**config.mk**
```make
export PLATFORM = sky130hd
export DESIGN_NAME = axil_apb_bridge
export DESIGN_NICKNAME = d
export VERILOG_FILES = /design/src/rtl/axil_apb_bridge.sv
export SDC_FILE = /design/constraint.sdc
export NUM_CORES = 1
export LEC_CHECK = 0
export BUFFER_PORTS_ARGS = -buffer_cell sky130_fd_sc_hd__buf_2
export CORE_AREA = 2 2 160 162
export CTS_BUF_LIST = sky130_fd_sc_hd__clkbuf_16
export DETAILED_ROUTE_END_ITERATION = 7
export DIE_AREA = 0 0 162 164
export GPL_ROUTABILITY_DRIVEN = 0
export MAX_ROUTING_LAYER = met4
export RECOVER_POWER = 100
export SLEW_MARGIN = 20
export SYNTH_ARGS = -nofsm -noshare
export SYNTH_HDL_FRONTEND = slang
export SYNTH_SLANG_ARGS = --single-unit
```
**constraint.sdc**
```tcl
create_clock -name axilite_clk -period 2.1 [get_ports axilite_clk]
set_input_delay 0.42 -clock axilite_clk [delete_from_list [all_inputs] [get_ports axilite_clk]]
set_output_delay 0.42 -clock axilite_clk [all_outputs]
set_load 0.01 [all_outputs]
```
**src/rtl/axil_apb_bridge.sv**
```systemverilog
// AXI4-Lite slave to APB4 master; one APB transfer in flight, 3-cycle minimum handshake-to-response.
// Backpressure: each AXI channel stalls while its one-entry slot is full; B/R hold until accepted.
module axil_apb_bridge #(
  parameter int ADDR_WIDTH = 32,
  parameter int DATA_WIDTH = 32,
  parameter int TIMEOUT    = 256
) (
  input  logic                      axilite_clk,
  input  logic                      axilite_rst,
  input  logic [ADDR_WIDTH-1:0]     s_axil_awaddr,
  input  logic [2:0]                s_axil_awprot,
  input  logic                      s_axil_awvalid,
  output logic                      s_axil_awready,
  input  logic [DATA_WIDTH-1:0]     s_axil_wdata,
  input  logic [DATA_WIDTH/8-1:0]   s_axil_wstrb,
  input  logic                      s_axil_wvalid,
  output logic                      s_axil_wready,
  output logic [1:0]                s_axil_bresp,
  output logic                      s_axil_bvalid,
  input  logic                      s_axil_bready,
  input  logic [ADDR_WIDTH-1:0]     s_axil_araddr,
  input  logic [2:0]                s_axil_arprot,
  input  logic                      s_axil_arvalid,
  output logic                      s_axil_arready,
  output logic [DATA_WIDTH-1:0]     s_axil_rdata,
  output logic [1:0]                s_axil_rresp,
  output logic                      s_axil_rvalid,
  input  logic                      s_axil_rready,
  output logic [ADDR_WIDTH-1:0]     m_apb_paddr,
  output logic                      m_apb_psel,
  output logic                      m_apb_penable,
  output logic                      m_apb_pwrite,
  output logic [DATA_WIDTH-1:0]     m_apb_pwdata,
  output logic [DATA_WIDTH/8-1:0]   m_apb_pstrb,
  output logic [2:0]                m_apb_pprot,
  input  logic [DATA_WIDTH-1:0]     m_apb_prdata,
  input  logic                      m_apb_pready,
  input  logic                      m_apb_pslverr
);

  localparam int SW      = DATA_WIDTH / 8;
  localparam int CW      = (TIMEOUT > 1) ? $clog2(TIMEOUT) : 1;
  localparam int TO_LAST = (TIMEOUT > 0) ? TIMEOUT - 1 : 0;

  typedef struct packed {
    logic [ADDR_WIDTH-1:0] addr;
    logic [2:0]            prot;
  } a_slot_t;

  typedef struct packed {
    logic [DATA_WIDTH-1:0] data;
    logic [SW-1:0]         strb;
  } w_slot_t;

  typedef enum logic [1:0] {IDLE, SETUP, ACCESS, RESP} state_t;

  state_t                state_q, state_d;
  logic                  prio_wr_q, prio_wr_d;
  logic                  is_rd_q, is_rd_d;
  logic [CW-1:0]         cnt_q, cnt_d;
  logic                  aw_full_q, aw_full_d, w_full_q, w_full_d, ar_full_q, ar_full_d;
  a_slot_t               aw_q, aw_d, ar_q, ar_d;
  w_slot_t               w_q, w_d;
  logic                  awready_q, awready_d, wready_q, wready_d, arready_q, arready_d;
  logic [ADDR_WIDTH-1:0] paddr_q, paddr_d;
  logic                  psel_q, psel_d, penable_q, penable_d, pwrite_q, pwrite_d;
  logic [DATA_WIDTH-1:0] pwdata_q, pwdata_d;
  logic [SW-1:0]         pstrb_q, pstrb_d;
  logic [2:0]            pprot_q, pprot_d;
  logic                  bvalid_q, bvalid_d, rvalid_q, rvalid_d;
  logic [1:0]            bresp_q, bresp_d, rresp_q, rresp_d;
  logic [DATA_WIDTH-1:0] rdata_q, rdata_d;

  logic                  aw_hs, w_hs, ar_hs, wr_pend, rd_pend, grant_wr, grant_rd;
  a_slot_t               aw_in, ar_in, aw_sel, ar_sel;
  w_slot_t               w_in, w_sel;
  logic [1:0]            apb_resp;

  always_comb begin
    state_d   = state_q;
    prio_wr_d = prio_wr_q;
    is_rd_d   = is_rd_q;
    cnt_d     = cnt_q;
    aw_full_d = aw_full_q;
    w_full_d  = w_full_q;
    ar_full_d = ar_full_q;
    aw_d      = aw_q;
    w_d       = w_q;
    ar_d      = ar_q;
    paddr_d   = paddr_q;
    pwrite_d  = pwrite_q;
    pwdata_d  = pwdata_q;
    pstrb_d   = pstrb_q;
    pprot_d   = pprot_q;
    bresp_d   = bresp_q;
    rresp_d   = rresp_q;
    rdata_d   = rdata_q;
    grant_wr  = 1'b0;
    grant_rd  = 1'b0;
    apb_resp  = m_apb_pslverr ? 2'b10 : 2'b00;

    aw_hs = s_axil_awvalid & awready_q;
    w_hs  = s_axil_wvalid & wready_q;
    ar_hs = s_axil_arvalid & arready_q;
    aw_in = '{addr: s_axil_awaddr, prot: s_axil_awprot};
    w_in  = '{data: s_axil_wdata, strb: s_axil_wstrb};
    ar_in = '{addr: s_axil_araddr, prot: s_axil_arprot};

    // A beat handshaking this cycle counts as pending so IDLE can grant without a bubble.
    aw_sel  = aw_full_q ? aw_q : aw_in;
    w_sel   = w_full_q ? w_q : w_in;
    ar_sel  = ar_full_q ? ar_q : ar_in;
    wr_pend = (aw_full_q | aw_hs) & (w_full_q | w_hs);
    rd_pend = ar_full_q | ar_hs;

    if (aw_hs) begin
      aw_full_d = 1'b1;
      aw_d      = aw_in;
    end
    if (w_hs) begin
      w_full_d = 1'b1;
      w_d      = w_in;
    end
    if (ar_hs) begin
      ar_full_d = 1'b1;
      ar_d      = ar_in;
    end

    case (state_q)
      IDLE: begin
        grant_wr = wr_pend & (~rd_pend | prio_wr_q);
        grant_rd = rd_pend & ~grant_wr;
        if (grant_wr) begin
          state_d   = SETUP;
          is_rd_d   = 1'b0;
          prio_wr_d = 1'b0;
          aw_full_d = 1'b0;
          w_full_d  = 1'b0;
          paddr_d   = aw_sel.addr;
          pprot_d   = aw_sel.prot;
          pwrite_d  = 1'b1;
          pwdata_d  = w_sel.data;
          pstrb_d   = w_sel.strb;
        end else if (grant_rd) begin
          state_d   = SETUP;
          is_rd_d   = 1'b1;
          prio_wr_d = 1'b1;
          ar_full_d = 1'b0;
          paddr_d   = ar_sel.addr;
          pprot_d   = ar_sel.prot;
          pwrite_d  = 1'b0;
          pwdata_d  = '0;
          pstrb_d   = '0;
        end
      end
      SETUP: begin
        state_d = ACCESS;
        cnt_d   = '0;
      end
      ACCESS: begin
        if (m_apb_pready) begin
          state_d = RESP;
          if (is_rd_q) begin
            rresp_d = apb_resp;
            rdata_d = m_apb_prdata;
          end else begin
            bresp_d = apb_resp;
          end
        end else if ((TIMEOUT != 0) && (cnt_q == CW'(TO_LAST))) begin
          state_d = RESP;
          if (is_rd_q) begin
            rresp_d = 2'b10;
            rdata_d = '0;
          end else begin
            bresp_d = 2'b10;
          end
        end else begin
          cnt_d = cnt_q + CW'(1);
        end
      end
      RESP: begin
        if (is_rd_q ? s_axil_rready : s_axil_bready) state_d = IDLE;
      end
      default: state_d = IDLE;
    endcase

    psel_d    = (state_d == SETUP) || (state_d == ACCESS);
    penable_d = (state_d == ACCESS);
    bvalid_d  = (state_d == RESP) && !is_rd_d;
    rvalid_d  = (state_d == RESP) && is_rd_d;
    awready_d = ~aw_full_d;
    wready_d  = ~w_full_d;
    arready_d = ~ar_full_d;
  end

  always_ff @(posedge axilite_clk) begin
    if (axilite_rst) begin
      state_q   <= IDLE;
      prio_wr_q <= 1'b1;
      is_rd_q   <= 1'b0;
      cnt_q     <= '0;
      aw_full_q <= 1'b0;
      w_full_q  <= 1'b0;
      ar_full_q <= 1'b0;
      aw_q      <= '0;
      w_q       <= '0;
      ar_q      <= '0;
      awready_q <= 1'b0;
      wready_q  <= 1'b0;
      arready_q <= 1'b0;
      paddr_q   <= '0;
      psel_q    <= 1'b0;
      penable_q <= 1'b0;
      pwrite_q  <= 1'b0;
      pwdata_q  <= '0;
      pstrb_q   <= '0;
      pprot_q   <= '0;
      bvalid_q  <= 1'b0;
      bresp_q   <= '0;
      rvalid_q  <= 1'b0;
      rresp_q   <= '0;
      rdata_q   <= '0;
    end else begin
      state_q   <= state_d;
      prio_wr_q <= prio_wr_d;
      is_rd_q   <= is_rd_d;
      cnt_q     <= cnt_d;
      aw_full_q <= aw_full_d;
      w_full_q  <= w_full_d;
      ar_full_q <= ar_full_d;
      aw_q      <= aw_d;
      w_q       <= w_d;
      ar_q      <= ar_d;
      awready_q <= awready_d;
      wready_q  <= wready_d;
      arready_q <= arready_d;
      paddr_q   <= paddr_d;
      psel_q    <= psel_d;
      penable_q <= penable_d;
      pwrite_q  <= pwrite_d;
      pwdata_q  <= pwdata_d;
      pstrb_q   <= pstrb_d;
      pprot_q   <= pprot_d;
      bvalid_q  <= bvalid_d;
      bresp_q   <= bresp_d;
      rvalid_q  <= rvalid_d;
      rresp_q   <= rresp_d;
      rdata_q   <= rdata_d;
    end
  end

  assign s_axil_awready = awready_q;
  assign s_axil_wready  = wready_q;
  assign s_axil_arready = arready_q;
  assign s_axil_bvalid  = bvalid_q;
  assign s_axil_bresp   = bresp_q;
  assign s_axil_rvalid  = rvalid_q;
  assign s_axil_rresp   = rresp_q;
  assign s_axil_rdata   = rdata_q;
  assign m_apb_paddr    = paddr_q;
  assign m_apb_psel     = psel_q;
  assign m_apb_penable  = penable_q;
  assign m_apb_pwrite   = pwrite_q;
  assign m_apb_pwdata   = pwdata_q;
  assign m_apb_pstrb    = pstrb_q;
  assign m_apb_pprot    = pprot_q;

endmodule

```
**Yosys cells after proc, flatten, opt, wreduce, memory -nomap -nowiden**

Cells that the tools add are included.

- Word-level logic and storage cells: 117
- Bits in registers: 236
- Bits of input ports: 147

- Bitwise gates (word level): 16
- Add/sub/neg operators: 1
- Multiplexer cells: 51
- Equal/unequal tests: 9
- Reductions and logical operators: 12

Operators with widths:

| cell | number |
|---|---|
| $mux W32 | 8 |
| $mux W35 | 2 |
| $mux W36 | 1 |
| $mux W2 | 14 |
| $mux W1 | 18 |
| $mux W8 | 2 |
| $pmux W8 S2 | 1 |
| $reduce_and A3 Y1 | 3 |
| $add A8 B1 Y8 const B | 1 |
| $eq A2 B2 Y1 const B | 4 |
| $eq A8 B8 Y1 const B | 1 |
| $mux W4 | 2 |
| $pmux W2 S4 | 1 |
| $and A1 B1 Y1 | 6 |
| $mux W3 | 2 |
| $not A1 Y1 | 6 |
| $reduce_bool A2 Y1 | 3 |
| $eq A2 B1 Y1 const B | 2 |
| $ne A2 B2 Y1 const B | 2 |
| $or A1 B1 Y1 | 4 |
| $logic_and A1 B1 Y1 | 2 |
| $logic_not A2 Y1 | 1 |
| $reduce_and A2 Y1 | 1 |
| $logic_not A1 Y1 | 1 |
| $logic_or A1 B1 Y1 | 1 |

**Depth between registers and ports, before layout**

Gate-level depths: netlist (run 1).

- Word-level depth: 12
- Mapped depth: 8

**Worst setup path before layout (run 1)**

Ideal clock, no wire load.

- Kind: input -> register
- From: input s_axil_arvalid
- To: register pwdata_q[10], in the netlist m_apb_pwdata[10]
- Library setup time: 0.068 ns
- Arrival: 1.557 ns
- Cell stages on the path: 5
- Path buffers: 1
- Path slack: 0.475 ns
- Path through: a21o_4 -> a2111oi_4 -> nand2_4 -> buf_6 -> o2bb2ai_2

- Longest elaborated chain between the ends: 9
- Elaborated cells between the ends (all ways): 10
- Those cells by class: 1 x mux; 7 x bitwise; 2 x reduce/logical

RTL lines:

| item | RTL line | source |
|---|---|---|
| start: declaration | 23 | `input logic s_axil_arvalid,` |
| $and A1 B1 Y1 (*) | 104 | `ar_hs = s_axil_arvalid & arready_q;` |
| $or A1 B1 Y1 (*) | 114 | `rd_pend = ar_full_q \| ar_hs;` |
| $not A1 Y1 | 131 | `grant_wr = wr_pend & (~rd_pend \| prio_wr_q);` |
| $or A1 B1 Y1 | 131 |  |
| $and A1 B1 Y1 | 131 |  |
| $not A1 Y1 | 132 | `grant_rd = rd_pend & ~grant_wr;` |
| $and A1 B1 Y1 | 132 |  |
| $reduce_bool A2 Y1 (no source line) | n/a |  |
| $reduce_and A2 Y1 (no source line) | n/a |  |
| end signal: assignment | 241 | `pwdata_q <= pwdata_d;` |
| end: declaration | 67 | `logic [DATA_WIDTH-1:0] pwdata_q, pwdata_d;` |

Mark *: on every way between the ends. The rest lies on a longest branch, timed or not.
A chain may end at the register's enable or synchronous reset.

**Final worst setup path (run 1)**

- From: register awready_q, in the netlist s_axil_awready
- To: register psel_q, in the netlist m_apb_psel

- Longest elaborated chain between the ends: 11
- Elaborated cells between the ends (all ways): 12
- Those cells by class: 2 x eq/ne; 3 x mux; 6 x bitwise; 1 x reduce/logical

RTL lines:

| item | RTL line | source |
|---|---|---|
| start: declaration | 64 | `logic awready_q, awready_d, wready_q, wready_d, arready_q, arready_d;` |
| start signal: assignment | 234 | `awready_q <= awready_d;` |
| $and A1 B1 Y1 (*) | 102 | `aw_hs = s_axil_awvalid & awready_q;` |
| $or A1 B1 Y1 (*) | 113 | `wr_pend = (aw_full_q \| aw_hs) & (w_full_q \| w_hs);` |
| $and A1 B1 Y1 (*) | 113 |  |
| $and A1 B1 Y1 (*) | 131 |  |
| $not A1 Y1 | 132 |  |
| $and A1 B1 Y1 | 132 |  |
| $mux W2 | 144 | `end else if (grant_rd) begin` |
| $mux W2 (*) | 133 | `if (grant_wr) begin` |
| $pmux W2 S4 (*) | 129 | `case (state_q)` |
| via state_d[0] | 57 | `state_t state_q, state_d;` |
| $eq A2 B1 Y1 / $eq A2 B2 Y1 (equally long branches) | 187 | `psel_d = (state_d == SETUP) \|\| (state_d == ACCESS);` |
| $logic_or A1 B1 Y1 (*) | 187 |  |
| via psel_d | 66 | `logic psel_q, psel_d, penable_q, penable_d, pwrite_q, pwrite_d;` |
| end signal: assignment | 238 | `psel_q <= psel_d;` |
| end: declaration | 66 |  |

Mark *: on every way through the listed nets, which the timed path passes. The rest lies on a longest branch.

==> results of run 1 <==
state kept, by name, indices dropped and copies added (netlist names), 2 cells and up:
register and flops:
w_q 36, ar_q 35, aw_q 35, m_apb_paddr 32, m_apb_pwdata 32, s_axil_rdata 32
cnt_q 8, m_apb_pstrb 4, m_apb_pprot 3, state_q 2
power groups by stage:
stage,clock network (mW),registers (mW),logic (mW)
finish,4.37,4.85,1.55
global route,4.69,4.88,1.70
CTS,4.50,4.85,1.65
detailed placement,0,4.94,1.65
global placement,0,4.94,1.63
floorplan,0,4.98,0.939
cells in the final DEF (no fill, tap or decap), types with 33 or more instances in the layout:
master                      count
sky130_fd_sc_hd__a211o_1       33
sky130_fd_sc_hd__a21oi_1      151
sky130_fd_sc_hd__buf_2        146
sky130_fd_sc_hd__clkbuf_1     115
sky130_fd_sc_hd__dfxtp_1      231
sky130_fd_sc_hd__mux2i_1       73
sky130_fd_sc_hd__nand2_1      261
sky130_fd_sc_hd__nand3b_1      34
sky130_fd_sc_hd__nor4_1        34
sky130_fd_sc_hd__o2bb2ai_1     34
metrics by stage:
step | setup slack (ns) | utilization (%) | instance area [sq um] | hold slack, ns
6_report | 0.173 | 48.3 | 12000 | 0.108
3_5_place_dp | 0.119 | 46.3 | 11500 | 0.445
4_1_cts | 0.0972 | 49.6 | 12300 | 0.0829
2_1_floorplan | 0.475 | - | 9810 | 0.431
3_3_place_gp | 0.140 | 46.3 | 11500 | 0.439
5_1_grt | 0.0338 | 48.3 | 12000 | 0.0893
final cells by class:
type                    instances  area, sq um
inverters                       4         15.0
fillers                      2485        12800
clock inverters                19          143
diodes                          7         17.5
repair buffers                287         1470
multi-input cells             750         4560
flip-flops and latches        234         4690
clock buffers                  27          676
well taps                     330          413
metal layers:
layer	global-route usage, %	vias up	wire, um
met5	-	-	0
met4	6.03	0	670
met3	3.61	48	1590
met2	32.7	244	12500
met1	26.5	4013	12500
li1	-	4285	-
cell families (layout without fill, tap and decap cells):
logic type / after synthesis / in the layout / share of synthesized area, %
fa+ha+maj: 3 / 3 / 0.383
simple gates: 378 / 378 / 17.8
mux: 74 / 74 / 7.56
other cells: 1 / 9 / 0.0382
compound gates: 293 / 293 / 22.2
flops: 234 / 234 / 47.8
buf+inv: 94 / 337 / 4.26
worst max path at each step:
stage,start,endpoint
5_1_grt,s_axil_awready,m_apb_psel
6_report,s_axil_awready,m_apb_psel
3_5_place_dp,state_q[0],s_axil_rdata[2]
3_3_place_gp,s_axil_arvalid,m_apb_paddr[9]
2_1_floorplan,s_axil_arvalid,m_apb_pwdata[10]
4_1_cts,state_q[0],s_axil_rdata[8]
==> results.tsv, run 1 <==
stage	metric	value	unit
outcome	outcome	finished, final reports clean	
hold_path	type of the worst min-delay path	input pin to register	
clock_tree	Reg clk slew, reported paths	0.06	ns
route	number of nets still failing antenna checks after routing	0	
logic_synthesis	commonest cells in the netlist	sky130_fd_sc_hd__nand2_1, sky130_fd_sc_hd__dfxtp_1, sky130_fd_sc_hd__a21oi_1	
hold_path	Min-Delay Startpoint	m_apb_prdata[12]	
route	routed wire length per instance	16.5	um
grt	via count of the first global-routing pass	8146	
critical_path	biggest cell delay along the critical path	0.53	ns
critical_path	sum of buffers and inverters on the critical path	0	
logic_synthesis	summed instance area of the synthesized netlist	0.00981	sq mm
route	DRT Wirelength	27300	um
logic_synthesis	fraction of the yosys area taken by sequential cells	47.8	%
power_and_ir_drop	power spent charging and discharging nets	2.90	mW
route	detailed-routing iteration count for the pre-antenna-repair pass	5	
logic_synthesis	total of flip-flops plus latches after synthesis	234	
clock_tree	Root Buffer Master	sky130_fd_sc_hd__clkbuf_16	
critical_path	maximum fanout count along the critical path	5	
clock_tree	clk sinks	234	
clock_tree	worst skew pair latency	0.52	ns
critical_path	beginning of the worst register-to-register path	s_axil_awready	
critical_path	logic depth of the worst path, buffers included	6	
power_and_ir_drop	VDD IR max	0.000457	V
grt	global-route wire length before repair	42800	um
grt	antenna violations before repair	7	
critical_path	FF-to-FF setup slack	0.17	ns
power_and_ir_drop	fraction of power consumed by combinational cells	14.4	%
sta	final period demand of the worst path	1.93	ns
logic_synthesis	post-synthesis cell type count	60	
hold_path	Hold Crit Endpoint	s_axil_rdata[12]	
hold_path	Min-Delay Path Depth	2	
finish	fraction of layout cells with a size suffix above 1	17.4	%
floorplan	chip height	164	um
critical_path	Setup crit start kind	register	
floorplan	Chip Width	162	um
logic_synthesis	most common flop cell mapped by yosys	sky130_fd_sc_hd__dfxtp_1	
logic_synthesis	number of enable flip-flop cells after synthesis	0	
floorplan	initial core utilization	39.5	%
sta	Fin Clk Skew	0.0113	ns
logic_synthesis	Async SR Flop Fraction	0	%
route	mean number of vias per cell	5.18	
grt	overall track demand over capacity in global routing	20.4	%
clock_tree	maximum count of clock buffers along a single path	3	
clock_tree	Num CTS Buffers	27	
critical_path	kind of cell adding the most delay to the critical path	compound AO/OA/AOI/OAI gates	
run	number of maximum-capacitance constraint violations	0	
floorplan	number of core rows	58	
floorplan	area of the die	0.0266	sq mm
logic_synthesis	synthesized instance count	1077	
place	Port Buf Inserts	259	
finish	post-layout instance count excluding filler cells	1658	
sta	worst slew pin tran	1.01	ns
logic_synthesis	share of Yosys cell area claimed by the top area cell type	47.8	%
route	drt drc	0	
power_and_ir_drop	leakage power of the design	4.60	nW
critical_path	cells along the critical path	a21oi_1 -> o21ai_1 -> nand2_1 -> o21ai_0 -> ha_1 -> nor2b_1	
power_and_ir_drop	fraction of power spent switching nets	27.0	%
critical_path	endpoint of the worst-slack reg-to-reg timing path	m_apb_psel	
critical_path	data arrival time of the critical path	2.33	ns
sta	setup TNS after final layout	0	ns
critical_path	worst setup path category	register to register	
clock_tree	clock tree from TritonCTS	built	
power_and_ir_drop	internal power	7.86	mW
finish	area overhead of the layout relative to synthesis	22.2	%
critical_path	Worst Setup End Kind	register	
place	Inst Count DP	1605	
sta	final period utilization	91.8	%
route	overall via count from detail_route	8590	
logic_synthesis	library cell occupying the most area in the post-synthesis netlist	sky130_fd_sc_hd__dfxtp_1	
logic_synthesis	Synth area leaders	sky130_fd_sc_hd__dfxtp_1, sky130_fd_sc_hd__nand2_1, sky130_fd_sc_hd__a21oi_1	
critical_path	worst r2r path cells	6	
logic_synthesis	count of yosys warnings during synthesis	0	
logic_synthesis	cell with the most instances after synthesis	sky130_fd_sc_hd__nand2_1	
sta	Max-slew headroom	32.7	%
power_and_ir_drop	cell area power density	898	mW/mm^2
grt	largest net degree at the start of global routing	71	
sta	setup repair after global routing missed its margin	false	
clock_tree	Post-CTS Setup Inserts	0	
clock_tree	number of buffers inserted by hold repair at cts	0	
finish	layout net count	1454	
power_and_ir_drop	part of the power in the clock network	40.6	%
place	detailed placer's ending HPWL	17800	um
critical_path	Critical Path Slowest Stage Cell	sky130_fd_sc_hd__a21oi_1	
sta	Peak Freq	519	MHz
sta	total count of hold-check failures in the final report	0	
clock_tree	number of gates given a new drive strength after cts	0	
route	initial DRC count	466	
power_and_ir_drop	sequential group share of total power	45.0	%
clock_tree	level count of the clock H-tree	1	
logic_synthesis	Post-Synthesis Mean Instance Area	9.11	sq um
grt	aggregate global routing overflow	0	
sta	final setup vio count	0	
floorplan	number of primary I/O pins	262	
power_and_ir_drop	PnR Total Power	10.8	mW
floorplan	floorplan core area	0.0248	sq mm
critical_path	Critical Path RT	2.50	ns
sta	Max Transition Viols Final	0	
Power figures use the tool's default switching activity.
==> inputs of run 2 (changes only) <==
clock period = 2.5 ns   (was 2.1 ns; I/O delays follow)
==> run 2 against run 1 <==
First-iteration DRC count is 7.7% higher. Non-clock buffer count unchanged. Hold slack better by 0.079 ns. Combinational power decreased by 18%. Register-to-register slack improved by 0.21 ns. Utilization fell by 0.21 points. Largest power group unchanged. Power down 16%. Largest cell class unchanged. Die area unchanged. Fmax is 8.9% lower.
==> results.tsv, run 2 (synthesis results as in run 1) <==
stage	metric	value	unit
place	Setup Slack @ Placement	0.386	ns
clock_tree	Reg clk slew, reported paths	0.06	ns
hold_path	type of the worst min-delay path	input pin to register	
sta	Peak Freq	473	MHz
floorplan	chip height	164	um
route	drt drc	0	
sta	worst slew pin tran	0.831	ns
clock_tree	worst skew pair latency	0.52	ns
route	routed wire length per instance	16.5	um
sta	Max-slew headroom	44.6	%
critical_path	cells along the critical path	nor2_4 -> nand3_1 -> clkbuf_2 -> o32a_1 -> o211a_1	
clock_tree	Num CTS Buffers	26	
finish	highest-count cells in the layout ignoring fill and taps	sky130_fd_sc_hd__nand2_1, sky130_fd_sc_hd__dfxtp_1, sky130_fd_sc_hd__a21oi_1	
power_and_ir_drop	leakage power of the design	4.59	nW
sta	Max Transition Viols Final	0	
grt	aggregate global routing overflow	0	
clock_tree	level count of the clock H-tree	1	
place	Inst Count DP	1605	
power_and_ir_drop	PnR Total Power	9.01	mW
power_and_ir_drop	VDD IR max	0.000492	V
critical_path	Setup crit start kind	register	
grt	antenna violations before repair	3	
sta	setup TNS after final layout	0	ns
critical_path	Critical Path Slowest Stage Cell	sky130_fd_sc_hd__dfxtp_1	
floorplan	number of primary I/O pins	262	
place	Port Buf Inserts	259	
sta	Fin Clk Skew	0.00853	ns
finish	footprint of the multi-input gates	0.00456	sq mm
outcome	outcome	finished, final reports clean	
critical_path	Worst Setup End Kind	register	
finish	flip-flop count of the largest register after layout	36	
clock_tree	clock tree from TritonCTS	built	
floorplan	area of the die	0.0266	sq mm
sta	setup slack of the critical path after layout	0.385	ns
finish	area overhead of the layout relative to synthesis	21.6	%
sta	final period demand of the worst path	2.11	ns
sta	final setup vio count	0	
clock_tree	clk sinks	234	
place	detailed placer's ending HPWL	18000	um
sta	setup repair after global routing missed its margin	false	
route	initial DRC count	502	
finish	Layout fillers	2555	
finish	fraction of layout cells with a size suffix above 1	17.5	%
finish	most common library cell in the layout ignoring fill and taps	sky130_fd_sc_hd__nand2_1	
critical_path	Critical Path RT	2.91	ns
finish	register area	0.00469	sq mm
floorplan	initial core utilization	39.5	%
sta	total count of hold-check failures in the final report	0	
finish	leading registers by flop count	w_q: 36 flops, ar_q: 35 flops, aw_q: 35 flops	
critical_path	data arrival time of the critical path	2.52	ns
route	overall via count from detail_route	8578	
critical_path	worst setup path category	register to register	
critical_path	biggest cell delay along the critical path	0.45	ns
run	number of maximum-capacitance constraint violations	0	
floorplan	floorplan core area	0.0248	sq mm
grt	global-route wire length before repair	43000	um
finish	layout net count	1453	
clock_tree	Post-CTS Setup Inserts	0	
route	detailed-routing iteration count for the pre-antenna-repair pass	5	
clock_tree	Root Buffer Master	sky130_fd_sc_hd__clkbuf_16	
route	DRT Wirelength	27300	um
critical_path	kind of cell adding the most delay to the critical path	simple AND/OR/NAND/NOR gates	
grt	overall track demand over capacity in global routing	20.4	%
finish	register with the highest flop count	w_q	
clock_tree	number of gates given a new drive strength after cts	0	
floorplan	number of core rows	58	
critical_path	maximum fanout count along the critical path	21	
power_and_ir_drop	cell area power density	755	mW/mm^2
clock_tree	maximum count of clock buffers along a single path	3	
critical_path	sum of buffers and inverters on the critical path	1	
finish	post-layout instance count excluding filler cells	1656	
grt	largest net degree at the start of global routing	93	
route	number of nets still failing antenna checks after routing	0	
sta	final period utilization	84.6	%
route	mean number of vias per cell	5.18	
floorplan	Chip Width	162	um
grt	via count of the first global-routing pass	8162	
clock_tree	number of buffers inserted by hold repair at cts	0	
-- run 2: worst paths after layout --
| kind | from | to | slack, ns | cells past startpoint |
|---|---|---|---|---|
| min reg2reg | ar_q[2] | ar_q[2] | 0.45 | 2 |
| max | state_q[0] | m_apb_pprot[2] | 0.39 | 5 |
| max reg2reg | state_q[0] | m_apb_pprot[2] | 0.39 | 5 |
| min | m_apb_prdata[17] | s_axil_rdata[17] | 0.19 | 2 |
-- run 2: power by group --
| part | switching (mW) | leakage (nW) | internal [mW] |
|---|---|---|---|
| logic | 0.783 | 2.27 | 0.488 |
| registers | 0.131 | 1.90 | 3.95 |
| clock network | 1.51 | 0.416 | 2.15 |
| total | 2.43 | 4.59 | 6.59 |
-- run 2: area by class of cell --
type,instances,area share (%)
repair buffers,287,12.0
diodes,4,0.0839
inverters,4,0.126
well taps,330,3.46
clock buffers,27,5.66
multi-input cells,750,38.2
clock inverters,20,1.20
flip-flops and latches,234,39.3
-- run 2: layer usage --
layer	GRT usage (%)	wire length (um)	vias up
met2	32.5	12400	255
met5	-	0	-
met3	3.76	1690	35
li1	-	-	4277
met4	5.95	541	0
met1	26.5	12700	4011
-- run 2: metrics by stage --
step                      hold slack (ns)  util (%)  instance area [sq um]
final                               0.186      48.1                  11900
after global routing                0.169      48.1                  11900
after CTS                           0.164      49.4                  12300
after detailed placement            0.444      46.1                  11400
after global placement              0.438      46.1                  11400
after floorplan                     0.431         -                   9810
